## src/rtl/port_dispatch_sched.sv

```systemverilog
// ============================================================================
// port_dispatch_sched : in-order descriptor dispatcher to three read ports
// Revision 1.0 - initial release
// ============================================================================
`default_nettype none

module port_dispatch_sched #(
    parameter int UWIDTH     = 8,
    parameter int PTR_SZ     = 2,
    parameter int PTR_IN_SZ  = 4,
    parameter int DEST_FIELD = 1,
    parameter int PORT2_LO   = 128,
    parameter int PORT3_LO   = 196
) (
    input  logic                 clk2,
    input  logic                 rst,
    input  logic                 desc_valid,
    input  logic [PTR_SZ-1:0]    desc_idx,
    output logic                 desc_ready,
    output logic                 uread_en,
    output logic [PTR_SZ-1:0]    uaddr,
    output logic [PTR_IN_SZ-1:0] uaddr_in,
    input  logic [UWIDTH-1:0]    udata,
    output logic                 read_port_1_en,
    output logic                 read_port_2_en,
    output logic                 read_port_3_en,
    output logic [PTR_SZ-1:0]    raddr_port_1,
    output logic [PTR_SZ-1:0]    raddr_port_2,
    output logic [PTR_SZ-1:0]    raddr_port_3,
    input  logic                 read_port_1_done,
    input  logic                 read_port_2_done,
    input  logic                 read_port_3_done,
    output logic                 free_valid,
    output logic [PTR_SZ-1:0]    free_idx,
    input  logic                 free_ready,
    output logic [1:0]           active_ports
);

    typedef enum logic [1:0] {
        IDLE     = 2'd0,
        FETCH    = 2'd1,
        CLASSIFY = 2'd2,
        HOLD     = 2'd3
    } state_t;

    state_t              state_q;
    logic [1:0]          port_q;
    logic [3:1]          en_q, en_d;
    logic [3:1]          pend_q, pend_d;
    logic [3:1]          cap_w, served_w, issue_oh_w;
    logic [PTR_SZ-1:0]   raddr_q   [1:3];
    logic [PTR_SZ-1:0]   ret_idx_q [1:3];
    logic [PTR_SZ-1:0]   ret_idx_d [1:3];
    logic [1:0]          ptr_q, ptr_d, sel_q, sel_d, cand_w;
    logic [1:0]          dest_port_w, issue_port_w;
    logic                issue_w, frozen_w, accept_w, found_w;
    logic                free_valid_q;
    logic [PTR_SZ-1:0]   free_idx_q, free_idx_d;
    logic                desc_ready_q, uread_en_q;
    logic [PTR_SZ-1:0]   uaddr_q;
    logic [PTR_IN_SZ-1:0] uaddr_in_q;
    logic [1:0]          active_q, active_d;

    function automatic logic [1:0] next_port(input logic [1:0] p);
        return (p == 2'd3) ? 2'd1 : p + 2'd1;
    endfunction

    always_comb begin
        if (udata >= UWIDTH'(PORT3_LO))
            dest_port_w = 2'd3;
        else if (udata >= UWIDTH'(PORT2_LO))
            dest_port_w = 2'd2;
        else
            dest_port_w = 2'd1;
    end

    always_comb begin
        cap_w    = {read_port_3_done, read_port_2_done, read_port_1_done} & en_q;
        frozen_w = free_valid_q & ~free_ready;
        accept_w = free_valid_q & free_ready;
        served_w = '0;
        if (accept_w)
            served_w[sel_q] = 1'b1;
        pend_d = (pend_q & ~served_w) | cap_w;
        ptr_d  = accept_w ? next_port(sel_q) : ptr_q;

        // Availability looks only at registered state: a same-cycle done does not count.
        issue_port_w = (state_q == CLASSIFY) ? dest_port_w : port_q;
        issue_w      = ((state_q == CLASSIFY) || (state_q == HOLD)) &&
                       !en_q[issue_port_w] && !pend_q[issue_port_w];
        issue_oh_w = '0;
        if (issue_w)
            issue_oh_w[issue_port_w] = 1'b1;
        en_d     = (en_q & ~cap_w) | issue_oh_w;
        active_d = {1'b0, en_d[1]} + {1'b0, en_d[2]} + {1'b0, en_d[3]};

        for (int p = 1; p <= 3; p++)
            ret_idx_d[p] = cap_w[p] ? raddr_q[p] : ret_idx_q[p];

        sel_d      = sel_q;
        free_idx_d = free_idx_q;
        cand_w     = ptr_d;
        found_w    = 1'b0;
        if (!frozen_w) begin
            sel_d = ptr_d;
            for (int k = 0; k < 3; k++) begin
                if (!found_w && pend_d[cand_w]) begin
                    sel_d   = cand_w;
                    found_w = 1'b1;
                end
                cand_w = next_port(cand_w);
            end
            free_idx_d = found_w ? ret_idx_d[sel_d] : '0;
        end
    end

    always_ff @(posedge clk2 or posedge rst) begin
        if (rst) begin
            state_q      <= IDLE;
            port_q       <= 2'd1;
            en_q         <= '0;
            pend_q       <= '0;
            ptr_q        <= 2'd1;
            sel_q        <= 2'd1;
            free_valid_q <= 1'b0;
            free_idx_q   <= '0;
            desc_ready_q <= 1'b0;
            uread_en_q   <= 1'b0;
            uaddr_q      <= '0;
            uaddr_in_q   <= '0;
            active_q     <= '0;
            for (int p = 1; p <= 3; p++) begin
                raddr_q[p]   <= '0;
                ret_idx_q[p] <= '0;
            end
        end else begin
            en_q         <= en_d;
            pend_q       <= pend_d;
            ptr_q        <= ptr_d;
            sel_q        <= sel_d;
            free_valid_q <= |pend_d;
            free_idx_q   <= free_idx_d;
            active_q     <= active_d;
            desc_ready_q <= issue_w;
            uread_en_q   <= 1'b0;
            for (int p = 1; p <= 3; p++) begin
                ret_idx_q[p] <= ret_idx_d[p];
                if (issue_oh_w[p])
                    raddr_q[p] <= uaddr_q;
            end
            case (state_q)
                // The head is still the just-popped entry while desc_ready is high.
                IDLE: begin
                    if (desc_valid && !desc_ready_q) begin
                        state_q    <= FETCH;
                        uread_en_q <= 1'b1;
                        uaddr_q    <= desc_idx;
                        uaddr_in_q <= PTR_IN_SZ'(DEST_FIELD);
                    end
                end
                FETCH: state_q <= CLASSIFY;
                CLASSIFY: begin
                    port_q  <= dest_port_w;
                    state_q <= issue_w ? IDLE : HOLD;
                end
                HOLD: begin
                    if (issue_w)
                        state_q <= IDLE;
                end
                default: state_q <= IDLE;
            endcase
        end
    end

    assign desc_ready     = desc_ready_q;
    assign uread_en       = uread_en_q;
    assign uaddr          = uaddr_q;
    assign uaddr_in       = uaddr_in_q;
    assign read_port_1_en = en_q[1];
    assign read_port_2_en = en_q[2];
    assign read_port_3_en = en_q[3];
    assign raddr_port_1   = raddr_q[1];
    assign raddr_port_2   = raddr_q[2];
    assign raddr_port_3   = raddr_q[3];
    assign free_valid     = free_valid_q;
    assign free_idx       = free_idx_q;
    assign active_ports   = active_q;

endmodule

`default_nettype wire

```

## config.mk

```make
export PLATFORM = sky130hd
export DESIGN_NAME = port_dispatch_sched
export DESIGN_NICKNAME = d
export VERILOG_FILES = /design/src/rtl/port_dispatch_sched.sv
export SDC_FILE = /design/constraint.sdc
export NUM_CORES = 1
export LEC_CHECK = 0
export ABC_AREA = 1
export BUFFER_PORTS_ARGS = -buffer_cell sky130_fd_sc_hd__buf_2
export CORE_UTILIZATION = 50
export CTS_CLUSTER_DIAMETER = 150
export DETAILED_ROUTE_END_ITERATION = 12
export GPL_ROUTABILITY_DRIVEN = 1
export PLACE_DENSITY = 0.7
export SLEW_MARGIN = 30
export SYNTH_ARGS = -nofsm -noshare
export SYNTH_HDL_FRONTEND = slang
export SYNTH_SLANG_ARGS = --single-unit
export TNS_END_PERCENT = 50
```

## constraint.sdc

```tcl
create_clock -name clk2 -period 5.1 [get_ports clk2]
set_clock_uncertainty 0.2 [all_clocks]
set_input_delay 0.51 -clock clk2 [delete_from_list [all_inputs] [get_ports clk2]]
set_output_delay 0.51 -clock clk2 [all_outputs]
set_load 0.01 [all_outputs]
```

==> Word-level counts from Yosys, hierarchy flattened <==
Cells that the tools add are included.
{ "totals": {"regBits": 36, "input_bits": 17, "output_inout_bits": 22, "wordCells": 115} }
{ "classes": {"add_sub_neg": 5, "magnitude_cmp": 10, "n_eq_ne": 8, "muxes": 45, "bitwise": 11, "n_reduce_logical": 17} }
{ "op_table": {"columns": ["op", "n"], "rows": [
  ["2-to-1 mux 2 bit", 19],
  ["greater-or-equal comparator 8 bit, second input constant", 2],
  ["< comparator 2 x 3 -> 1 bit, second input constant", 5],
  ["2-to-1 mux 1 bit", 15],
  ["binary-select mux 1 bit (select 2 bit)", 5],
  ["== test 2 bit, second input constant", 5],
  ["AND 3 bit", 3],
  ["one-hot mux 2 bit (4 select lines)", 1],
  ["logical AND 1 bit", 7],
  ["adder 2 x 1 -> 2 bit, second input constant", 3],
  ["2-to-1 mux 3 bit", 2],
  ["inverter 3 bit", 2],
  ["bitwise OR 3 bit", 2],
  ["zero test 1 bit", 5],
  ["binary-select mux 2 bit (select 2 bit)", 1],
  ["demux 1 bit (select 2 bit)", 2],
  ["greater-or-equal comparator 2 x 1 -> 1 bit, second input constant", 2],
  ["inequality test 2 bit, second input constant", 2],
  ["AND reduction 2 bit", 2],
  ["greater-or-equal comparator 3 bit, second input constant", 1],
  ["inverter 2 -> 3 bit", 1],
  ["OR reduction 3 bit", 1],
  ["adder 1 x 1 -> 2 bit", 1],
  ["adder 2 x 1 -> 2 bit", 1],
  ["other kinds (5)", 6]
]} }

==> Longest topological paths before layout <==
Gate-level depths: netlist of the first run.
{ "depth": {"depth_word": 25, "depth_mapped": 18, "mapped_depth_nobuf": 18} }

==> Worst setup path after synthesis of the first run <==
OpenSTA, ideal clock, no wires.
{ "synth_path": {"path_kind": "register -> register", "from": "register sel_q[0]", "to": "register free_idx_q[0], in the netlist free_idx[0]", "setup_ps": 117, "arrival_ps": 2291, "required_time_ps": 4783, "setup_slack_ps": 2491, "path_stages_with_launch": 18, "path_buffers": 0, "period_less_slack_ps": 2609, "cell_sequence": "dfstp_2 inv_1 ha_1 nand3_1 nand2_1 ha_1 inv_1 nand3_1 nand3_1 nand2_1 inv_1 nand3_1 nand3_1 nand2_1 inv_1 nand2_1 nand3_1 nand2_1"} }
{ "synth_between": {"elab_chain_len": 25, "elab_cells_between_ends": 43, "classes_between": "add/sub (3); order compare (2); eq/ne (3); mux (26); bitwise (4); reduce/logical (5)"} }
{ "synth_rtl": {"columns": ["element", "line", "text"], "rows": [
  ["from (decl)", "54", "logic [1:0] ptr_q, ptr_d, sel_q, sel_d, cand_w;"],
  ["from (signal assigned)", "140", "sel_q <= sel_d;"],
  ["< comparator 2 x 3 -> 1 bit (not written as such) / greater-or-equal comparator 2 x 1 -> 1 bit (equally long branches)", "83", "served_w[sel_q] = 1'b1;"],
  ["logical AND 1 bit (not written as such)", "83", null],
  ["2-to-1 mux 1 bit (not written as such)", "83", null],
  ["demux 1 bit (select 2 bit)", "83", null],
  ["2-to-1 mux 3 bit", "82", "if (accept_w)"],
  ["inverter 3 bit", "84", "pend_d = (pend_q & ~served_w) | cap_w;"],
  ["AND 3 bit", "84", null],
  ["bitwise OR 3 bit", "84", null],
  ["[... 8 more ...]", null, null],
  ["zero test 1 bit", "107", "if (!found_w && pend_d[cand_w]) begin"],
  ["logical AND 1 bit", "107", null],
  ["2-to-1 mux 2 bit", "107", null],
  ["2-to-1 mux 2 bit", "104", "if (!frozen_w) begin"],
  ["inverter 2 -> 3 bit (not written as such)", "113", "free_idx_d = found_w ? ret_idx_d[sel_d] : '0;"],
  ["binary-select mux 2 bit (select 2 bit)", "113", null],
  ["2-to-1 mux 2 bit (not written as such) (2 in a row)", "113", null],
  ["2-to-1 mux 2 bit *", "113", null],
  ["to (signal assigned)", "142", "free_idx_q <= free_idx_d;"],
  ["to (decl)", "58", "logic [PTR_SZ-1:0] free_idx_q, free_idx_d;"]
]} }
Every way passes the cells marked *; elsewhere a longest branch is shown, timed or not. The select of a mux whose other input is x is not followed.
A chain may end at the register's enable or synchronous reset.

==> Worst setup path in the final report of the first run <==
{ "layout_path": {"from": "register state_q[1]", "to": "register active_q[0], in the netlist active_ports[0]"} }
{ "layout_between": {"elab_chain_len": 11, "elab_cells_between_ends": 21, "classes_between": "add/sub (2); order compare (2); eq/ne (2); mux (8); bitwise (1); reduce/logical (6)"} }
{ "layout_rtl": {"columns": ["element", "line", "text"], "rows": [
  ["from (decl)", "46", "state_t state_q;"],
  ["from (signal assigned)", "164", "state_q <= issue_w ? IDLE : HOLD;"],
  ["parallel branches: the longest is 7 deep, another holds < comparator 2 x 3 -> 1 bit", null, null],
  ["2-to-1 mux 3 bit *", "92", "if (issue_w)"],
  ["bitwise OR 3 bit *", "94", "en_d = (en_q & ~cap_w) | issue_oh_w;"],
  ["named net en_d, one bit", "48", "logic [3:1] en_q, en_d;"],
  ["adder 1 x 1 -> 2 bit *", "95", "active_d = {1'b0, en_d[1]} + {1'b0, en_d[2]} + {1'b0, en_d[3]};"],
  ["adder 2 x 1 -> 2 bit *", "95", null],
  ["named net active_d[0]", "62", "logic [1:0] active_q, active_d;"],
  ["to (signal assigned)", "143", "active_q <= active_d;"],
  ["to (decl)", "62", null]
]} }
Mark *: on every way through the listed nets, which the timed path passes. The select of a mux whose other input is x is not followed.

==> flow_metrics.tcl, run 1 <==
set metrics [dict create \
    routed_wl_um 3500 \
    fin_util 0.612 \
    r2r_cells 15 \
    max_freq_mhz 326 \
    max_stage_delay_ns 0.55 \
    grt_use_total 0.215 \
    r2r-end "active_ports[0]" \
    vias 1456 \
    yosys-top-cells-area "dfrtp_1, nand2_1, nand3_1, inv_1, dfstp_2" \
    yosysWarnings 0 \
    fin_crit_sh 0.602 \
    crit_arrival_ns 3.12 \
    worst_pin_slew_ns 0.715 \
    drc_errors 0 \
    p_leak_nw 1.20 \
    drv_cap 0 \
    insertion_delay_ns 0.34 \
    ys.flop_type "dfrtp_1" \
    slowest_stage "nor2_1" \
    root_buffer "clkbuf_4" \
    fillers 318 \
    wire_per_inst_um 11.3 \
    yosysSeqAreaShare 0.496 \
    synth_cell_types 27 \
    avgSynthCellArea_um2 8.11 \
    synthArstFlopShare 1.00 \
    final-setup-viol-count 0 \
    multi_input_area_um2 738 \
    antennaDiodeCount 0 \
    synthCells 225 \
    slew_headroom 0.521 \
    first_pass_iters 5 \
    portBuffers 33 \
    final_layout_size_suffix_gt1_frac 0.242 \
    r2r_setup_slack_ns 2.03 \
    fin_nets 287 \
    power_density_nw_per_um2 730 \
    vias_per_cell 4.70 \
    start_util 0.534 \
    grt_antenna_before_repair 0 \
    grt_setup_unrepaired "no" \
    hpwl_um 2660 \
    worst_path_most_repeated_cell "nand2_1" \
    crit_path_start_kind "flop" \
    hold_class "primary input to asynchronous set/reset pin" \
    path_class "flop to flop" \
    synth-edff-count 0 \
    ios 39 \
    fin_tns_setup_ns 0 \
    die-area_um2 3890 \
    synth_top_area_frac 0.453 \
    post-cts-setup-buffers 0 \
    period_needed_ns 3.07 \
    cts-resized-gates 0 \
    htreeDepth 2 \
    grt_pass1_wl_um 6450 \
    irDropWorstVdd_uv 324 \
    synth_area_um2 1820 \
    yosys.area.top_type "dfrtp_1" \
    area_growth_pct 14.5 \
    status "finished clean" \
    finalMaxSlewViolations 0 \
    hold_buffers 0 \
    crit_buf_inv 4 \
    synth_seq_cells 36 \
    clkSlewWorstSetupHoldPaths_ns 0.11 \
    die_w_um 62.4 \
    core_region_area_um2 3420 \
    dr.first_iter.drc_count 92 \
    synth_common_cells "nand2_1, inv_1, dfrtp_1" \
    cp.required_ns 5.15 \
    clock-sinks 36 \
    post-synth-top-count-cell "nand2_1" \
    crit_fanout 11 \
    place.gp.congestion 0.835 \
    cts_tree "done" \
    clock_path_buffers 2 \
    grt_max_degree 37 \
    critPathCaptureType "flop" \
    ant_nets 0 \
    cpLargestDelayFamily "simple AND/OR/NAND/NOR gates" \
    rr_startpoint "state_q[1]" \
    register_area_um2 905 \
    rows 21 \
    crit_chain "inv_2 > nor2_4 > nand2_1 > inv_2 > nand2_1 > o21ai_2 > nor2_1 > o21ai_0 > nand2_1 > nor2_1 > nand2_1 > o21ai_1 > inv_1 > fa_1 > inv_1" \
    die_h_um 62.4 \
    grt_pass1_vias 1441 \
    grt-ovfl-total 0 \
    final_hold_viol_count 0 \
    numCtsBuffers 5 \
]
[where the power goes]
| part | internal [mW] | total [mW] | switching [mW] |
|---|---|---|---|
| logic | 0.297 | 0.857 | 0.559 |
| registers | 0.423 | 0.508 | 0.0846 |
| clock network | 0.0675 | 0.162 | 0.0943 |
| total | 0.788 | 1.53 | 0.738 |
[sequential cells by signal (all words and copies together) (netlist names)]
name	flops
uaddr_in	1
desc_ready	1
active_ports	2
ret_idx_q	6
state_q	2
raddr_port_3	2
raddr_port_1	2
ptr_q	2
pend_q	3
en_q	3
port_q	2
raddr_port_2	2
free_valid	1
uaddr	2
free_idx	2
sel_q	2
uread_en	1
[kinds of logic after synthesis]
logic type               Yosys count  synth area share
AO/OA/AOI/OAI                     18            0.0576
adder cells (fa/ha/maj)            7            0.0521
buffers and inverters             46             0.104
flip-flops                        36             0.496
multiplexers                       1           0.00617
other                              1           0.00206
AND/OR/NAND/NOR                  116             0.283
[layer usage]
metal	vias up	track usage	part of all wire
li1	766	-	-
met1	656	0.307	0.52
met2	29	0.322	0.43
met3	5	0.0529	0.037
met4	0	0.0727	0.013
met5	-	0	0
[worst max-delay path by stage]
stage                    start         endpoint  slack, ns  cells after the start
global placement      udata[5]  active_ports[0]       1.94                     15
finish              state_q[1]  active_ports[0]       2.03                     15
floorplan             sel_q[0]      free_idx[0]       2.49                     17
global route        state_q[1]  active_ports[0]       1.70                     13
CTS                 state_q[1]  active_ports[0]       1.99                     15
detailed placement    udata[5]  active_ports[0]       1.91                     15
[worst reg2reg max path, stage by stage (launching register included)]
cell and delay (ns):
dfrtp_1 0.42, inv_2 0.07, nor2_4 0.11, nand2_1 0.07
inv_2 0.06, nand2_1 0.06, o21ai_2 0.09, nor2_1 0.14
o21ai_0 0.10, nand2_1 0.07, nor2_1 0.55, nand2_1 0.24
o21ai_1 0.16, inv_1 0.08, fa_1 0.53, inv_1 0.04
[placed cells by master, fill, tap and decap left out, drive strengths merged]
cell and instances:
nand2 68, inv 41, buf 34, dfrtp 33, nand3 30, nor2 14, o21ai 13, clkbuf 7
ha 6, conb 3, dfstp 3, a21oi 3, nand4 2, a21boi 1, mux2 1, nor4 1
or2 1, o22ai 1, fa 1, clkinvlp 1
[final cells by class]
| class | count | share of cell area |
|---|---|---|
| Tap cell | 46 | 0.0275 |
| Clock buffer | 7 | 0.0263 |
| Inverter | 41 | 0.0737 |
| Multi-Input combinational cell | 145 | 0.353 |
| Clock inverter | 1 | 0.00359 |
| Timing Repair Buffer | 34 | 0.0826 |
| Sequential cell | 36 | 0.433 |
[stage by stage]
step	instances	power, mW	setup slack [ns]	cell area (um^2)	hold WS (ns)
6_report	310	1.53	2.03	2090	0.0475
5_1_grt	310	1.72	1.70	2090	0.0907
4_1_cts	310	1.54	1.99	2090	0.0545
3_5_place_dp	302	1.37	1.91	2030	0.260
3_3_place_gp	302	1.36	1.94	2030	0.249
2_1_floorplan	227	1.17	2.49	1830	0.258
Power figures use the tool's default switching activity.
==> inputs of run 2 (changes only) <==
--- a/config.mk
+++ b/config.mk
@@ -7,7 +7,7 @@
 export LEC_CHECK = 0
 export ABC_AREA = 1
 export BUFFER_PORTS_ARGS = -buffer_cell sky130_fd_sc_hd__buf_2
-export CORE_UTILIZATION = 50
+export CORE_UTILIZATION = 48
 export CTS_CLUSTER_DIAMETER = 150
 export DETAILED_ROUTE_END_ITERATION = 12
 export GPL_ROUTABILITY_DRIVEN = 1
==> constraint.sdc (replaced) <==
create_clock -name clk2 -period 2.7 [get_ports clk2]
set_clock_uncertainty 0.2 [all_clocks]
set_input_delay 0.27 -clock clk2 [delete_from_list [all_inputs] [get_ports clk2]]
set_output_delay 0.27 -clock clk2 [all_outputs]
set_load 0.01 [all_outputs]
==> flow_metrics.tcl, run 2 (same netlist as run 1, synthesis figures left out) <==
set metrics [dict create \
    hold_class "primary input to flop" \
    final_cell_area_um2 2350 \
    start_util 0.498 \
    slew_headroom 0.576 \
    holdPathEnd "en_q[2]" \
    dr.first_iter.drc_count 51 \
    grt_setup_unrepaired "yes" \
    r2r_cells 16 \
    insertion_delay_ns 0.29 \
    globalRouteMet3Util 0.0489 \
    multi_input_area_um2 821 \
    die_w_um 63.7 \
    cts_tree "done" \
    dpl_cell_area_um2 2100 \
    first_pass_iters 4 \
    place.gp.congestion 0.839 \
    grt_use_total 0.203 \
    dp.cells 314 \
    finalMaxSlewViolations 0 \
    grt_pass1_vias 1419 \
    wire_per_inst_um 11.7 \
    pwr-share-clk 0.116 \
    reg_top3 "ret_idx_q (6), en_q (3), pend_q (3)" \
    largest_register "ret_idx_q" \
    vias_per_cell 4.82 \
    die_h_um 63.7 \
    drv_cap 0 \
    whs_ns 0.0143 \
    area_growth_pct 29.0 \
    holdCritStartpoint "read_port_2_done" \
    drc_errors 0 \
    power_frac_seq 0.272 \
    fillers 323 \
    grt_use_met1 0.276 \
    routed_wl_um 3850 \
    crit_arrival_ns 2.57 \
    rows 22 \
    vias 1589 \
    htreeDepth 2 \
    power_switching_share 0.464 \
    fin_nets 305 \
    most-common-layout-cells "nand2_1, dfrtp_1, buf_2" \
    grt_antenna_before_repair 0 \
    power_frac_comb 0.612 \
    internal_power_mw 1.88 \
    p_sw_mw 1.63 \
    critPathCaptureType "flop" \
    grt_most_used_layer "met2" \
    fin_crit_sh 0.958 \
    whs_path_depth 2 \
    layout_commonest_cell "nand2_1" \
    instances_no_fill 330 \
    crit_fanout 5 \
    path_class "flop to flop" \
    period_needed_ns 2.59 \
    hpwl_um 2740 \
    crit_path_start_kind "flop" \
    core_region_area_um2 3660 \
    layout_setup_ws_ns 0.113 \
    final_layout_size_suffix_gt1_frac 0.351 \
    clock-sinks 36 \
    max_freq_mhz 387 \
    post-place-ws_ns -0.0528 \
    power_density_nw_per_um2 1490 \
    r2r_setup_slack_ns 0.11 \
    ios 39 \
    fin_tns_setup_ns 0 \
    grt_pass1_wl_um 6270 \
    status "finished clean" \
    p_total_mw 3.52 \
    r2r-end "free_idx[1]" \
    die-area_um2 4050 \
    root_buffer "clkbuf_8" \
    final-setup-viol-count 0 \
    grt-ovfl-total 0 \
    final_hold_viol_count 0 \
    met2_usage 0.315 \
    grt_max_degree 37 \
    register_area_um2 905 \
    clkSlewWorstSetupHoldPaths_ns 0.07 \
    cp.required_ns 2.68 \
    largest_register_ff_count 6 \
    irDropWorstVdd_uv 754 \
    p_leak_nw 1.31 \
    fin_util 0.643 \
    portBuffers 33 \
    worst_pin_slew_ns 0.631 \
    antennaDiodeCount 0 \
    numCtsBuffers 5 \
    ant_nets 0 \
    clock_path_buffers 2 \
    rr_startpoint "sel_q[0]" \
]
-- run 2: layout make-up --
class,count,share of cell area
Sequential cell,36,0.384
Multi-Input combinational cell,145,0.349
Timing Repair Buffer,52,0.135
Inverter,41,0.0654
Clock buffer,6,0.0351
Tap cell,48,0.0255
Clock inverter,2,0.00585
-- run 2: how the worst max path moves through the flow --
stage	start	slack, ns	to	cells past startpoint
after floorplan	sel_q[0]	0.09	free_idx[0]	17
after global placement	sel_q[0]	-0.008	free_idx[1]	17
after detailed placement	sel_q[0]	-0.05	free_idx[0]	17
after CTS	sel_q[0]	0.02	free_idx[0]	17
after global routing	sel_q[0]	-0.05	free_idx[1]	15
final	sel_q[0]	0.11	free_idx[1]	16
-- run 2: critical path: stages, from the launching register on --
cell and delay (ns):
dfstp_2 0.54, buf_4 0.11, ha_1 0.13, nand3_1 0.09, nand2_2 0.10, inv_2 0.05, ha_4 0.27, inv_2 0.04
buf_4 0.13, nand3_2 0.07, nand2_2 0.08, inv_2 0.09, nand4_1 0.20, nand2_4 0.15, nand3_2 0.08, nand3_1 0.09
nand2_1 0.05
-- run 2: layer usage --
metal  vias to the layer above  share of wire
met1                       753           0.48
li1                        797              -
met2                        30           0.48
met5                         -              0
met3                         9          0.031
met4                         0          0.017
-- run 2: power by group through the flow --
stage,sequential [mW],clock [mW],combinational (mW)
after global routing,0.989,0.442,2.41
after global placement,0.962,0,1.77
after floorplan,0.989,0,1.21
after CTS,0.958,0.416,1.84
after detailed placement,0.966,0,1.80
final,0.957,0.407,2.15
-- run 2: what timing repair did --
item | in CTS | in global routing
hold buffers | 4 | 0
setup endpoints to repair | 2 | 6
setup buffers | 0 | 4
endpoints found under the hold margin | 36 | 0
resized for setup | 4 | 18
pin swaps | 0 | 11
==> inputs of run 3 (changes only) <==
--- a/config.mk
+++ b/config.mk
@@ -5,7 +5,7 @@
 export SDC_FILE = /design/constraint.sdc
 export NUM_CORES = 1
 export LEC_CHECK = 0
-export ABC_AREA = 1
+export ABC_AREA = 0
 export BUFFER_PORTS_ARGS = -buffer_cell sky130_fd_sc_hd__buf_2
 export CORE_UTILIZATION = 48
 export CTS_CLUSTER_DIAMETER = 150
==> flow_metrics.tcl, run 3 <==
set metrics [dict create \
    post-place-ws_ns -0.263 \
    path_class "flop to flop" \
    met3_length_um 143 \
    synth_compound_area_frac 0.158 \
    final_hold_viol_count 0 \
    irDropWorstVdd_uv 728 \
    synth_common_cells "dfrtp_1, inv_1, mux2_2" \
    area_growth_pct 32.8 \
    crit_chain "inv_2 > ha_4 > a31o_4 > ha_4 > a311o_1 > o311ai_4 > a211oi_2 > nand2_1 > a22oi_2 > mux2i_1 > o21ai_1" \
    hpwl_um 2950 \
    whs_ns 0.0167 \
    htreeDepth 2 \
    cpLargestDelayFamily "compound AO/OA/AOI/OAI gates" \
    p_leak_nw 1.20 \
    crit_arrival_ns 2.84 \
    period_needed_ns 2.87 \
    yosysSeqAreaShare 0.494 \
    fin_nets 248 \
    yosys.area_share.simple 0.119 \
    synth-edff-count 0 \
    root_buffer "clkbuf_8" \
    synth_top_area_frac 0.451 \
    power_density_nw_per_um2 1480 \
    grt_use_total 0.229 \
    antennaDiodeCount 0 \
    slew_headroom 0.546 \
    synth.area.mux_share 0.119 \
    most-common-layout-cells "dfrtp_1, buf_2, buf_4" \
    die-area_um2 4070 \
    insertion_delay_ns 0.28 \
    post-synth-top-count-cell "dfrtp_1" \
    synthArstFlopShare 1.00 \
    wl_met1_um 1770 \
    fin_tns_setup_ns -0.624 \
    clkSlewWorstSetupHoldPaths_ns 0.07 \
    reg_top3 "ret_idx_q (6), en_q (3), pend_q (3)" \
    hold_class "primary input to flop" \
    die_h_um 63.8 \
    finalMaxSlewViolations 0 \
    worst_path_most_repeated_cell "ha_4" \
    synth-adder-area-share 0.0519 \
    cp.required_ns 2.67 \
    portBuffers 33 \
    clock-sinks 36 \
    ys.flop_type "dfrtp_1" \
    grt_setup_unrepaired "yes" \
    vias 1440 \
    worst_pin_slew_ns 0.680 \
    r2r_cells 11 \
    grt_pass1_vias 1563 \
    fin_crit_sh 1.06 \
    crit_path_start_kind "flop" \
    dpl_cell_area_um2 2230 \
    final-setup-viol-count 4 \
    layout_setup_ws_ns -0.167 \
    final_layout_size_suffix_gt1_frac 0.467 \
    fillers 305 \
    wl_met2_um 2040 \
    final_cell_area_um2 2430 \
    status "complete, but fails checks" \
    core_region_area_um2 3660 \
    synth_area_um2 1830 \
    critPathCaptureType "flop" \
    grt-ovfl-total 0 \
    r2r-end "free_idx[0]" \
    top_layer "met4" \
    start_util 0.501 \
    synthCells 163 \
    cp_num_cells 11 \
    routed_wl_um 4010 \
    cts_tree "done" \
    crit_buf_inv 1 \
    rows 22 \
    synth_seq_cells 36 \
    numCtsBuffers 5 \
    startpoint "sel_q[0]" \
    vias_per_cell 5.27 \
    slowest_stage "dfstp_2" \
    violations "setup timing" \
    max_stage_delay_ns 0.54 \
    dr.first_iter.drc_count 40 \
    max_freq_mhz 349 \
    ant_nets 0 \
    synth_cell_types 45 \
    yosysWarnings 0 \
    grt_antenna_before_repair 0 \
    first_pass_iters 4 \
    die_w_um 63.8 \
    place.gp.congestion 0.902 \
    crit_end "free_idx[0]" \
    yosys-top-cells-area "dfrtp_1, mux2_2, dfstp_2, ha_1, inv_1" \
    multi_input_area_um2 937 \
    grt_pass1_wl_um 7070 \
    crit_fanout 5 \
    synth_xor_area_frac 0 \
    r2r_setup_slack_ns -0.17 \
    largest_register_ff_count 6 \
    drc_errors 0 \
    wire_per_inst_um 14.7 \
    synth_top_family_by_area "compound AO/OA/AOI/OAI gates" \
    clock_path_buffers 2 \
    ios 39 \
    register_area_um2 905 \
    fin_util 0.665 \
    drv_cap 0 \
    avgSynthCellArea_um2 11.2 \
    rr_startpoint "sel_q[0]" \
    grt_max_degree 21 \
    yosys.area.top_type "dfrtp_1" \
    largest_register "ret_idx_q" \
]
## run 3: cell count changes in the layout (fill, tap and decap cells not counted), moves of 6 or more
cell	before	now
inv_1	30	16
buf_4	15	21
nand3_2	8	0
nand2_1	58	8
nand2_2	9	0
mux2_2	1	14
a21oi_1	2	9
inv_2	11	3
nand3_1	22	5
## run 3: logic make-up (layout without fill, tap and decap cells)
| logic type | Yosys count | after routing |
|---|---|---|
| AO/OA/AOI/OAI | 38 | 38 |
| other | 1 | 3 |
| adder cells (fa/ha/maj) | 7 | 7 |
| flip-flops | 36 | 36 |
| AND/OR/NAND/NOR | 38 | 38 |
| buffers and inverters | 23 | 83 |
| multiplexers | 20 | 20 |
## run 3: stage by stage
| step | power, mW | instances |
|---|---|---|
| 6_report | 3.61 | 273 |
| 5_1_grt | 3.88 | 273 |
| 4_1_cts | 3.54 | 273 |
| 3_5_place_dp | 2.89 | 262 |
| 3_3_place_gp | 2.82 | 262 |
| 2_1_floorplan | 2.21 | 165 |
## run 3: worst min path at each step
stage | from | slack, ns | cells after the start | end
after floorplan | read_port_1_done | 0.18 | 1 | en_q[1]
after global placement | rst | 0.19 | 2 | uaddr_in[0]
after detailed placement | rst | 0.21 | 2 | uread_en
after CTS | read_port_1_done | 0.02 | 2 | en_q[1]
after global routing | read_port_1_done | 0.008 | 2 | en_q[1]
final | read_port_1_done | 0.02 | 2 | en_q[1]
## run 3: report_power, final
group | internal [mW] | leakage (nW) | switching (mW)
logic | 1.11 | 0.715 | 1.08
clock network | 0.274 | 0.0552 | 0.190
registers | 0.791 | 0.432 | 0.155
total | 2.18 | 1.20 | 1.43
## run 3: layer usage
| metal | global-route usage | vias to the layer above |
|---|---|---|
| met4 | 0.0966 | 0 |
| met3 | 0.0429 | 6 |
| met5 | 0 | - |
| met2 | 0.375 | 37 |
| met1 | 0.296 | 705 |
| li1 | - | 692 |
## run 3: final cells by class
cell class / instances / share of cell area
Sequential cell: 36 / 0.372
Inverter: 19 / 0.0293
Tap cell: 48 / 0.0247
Multi-Input combinational cell: 106 / 0.385
Timing Repair Buffer: 56 / 0.145
Clock inverter: 2 / 0.0144
Clock buffer: 6 / 0.0298
## run 3: what timing repair did
action                     CTS  global route
pin swaps                    8            10
gates cloned                 0             0
setup endpoints to repair    5             5
buffers inserted             2             0
hold buffers                 1             0
resized for setup            9             4
hold endpoints to repair    14             0
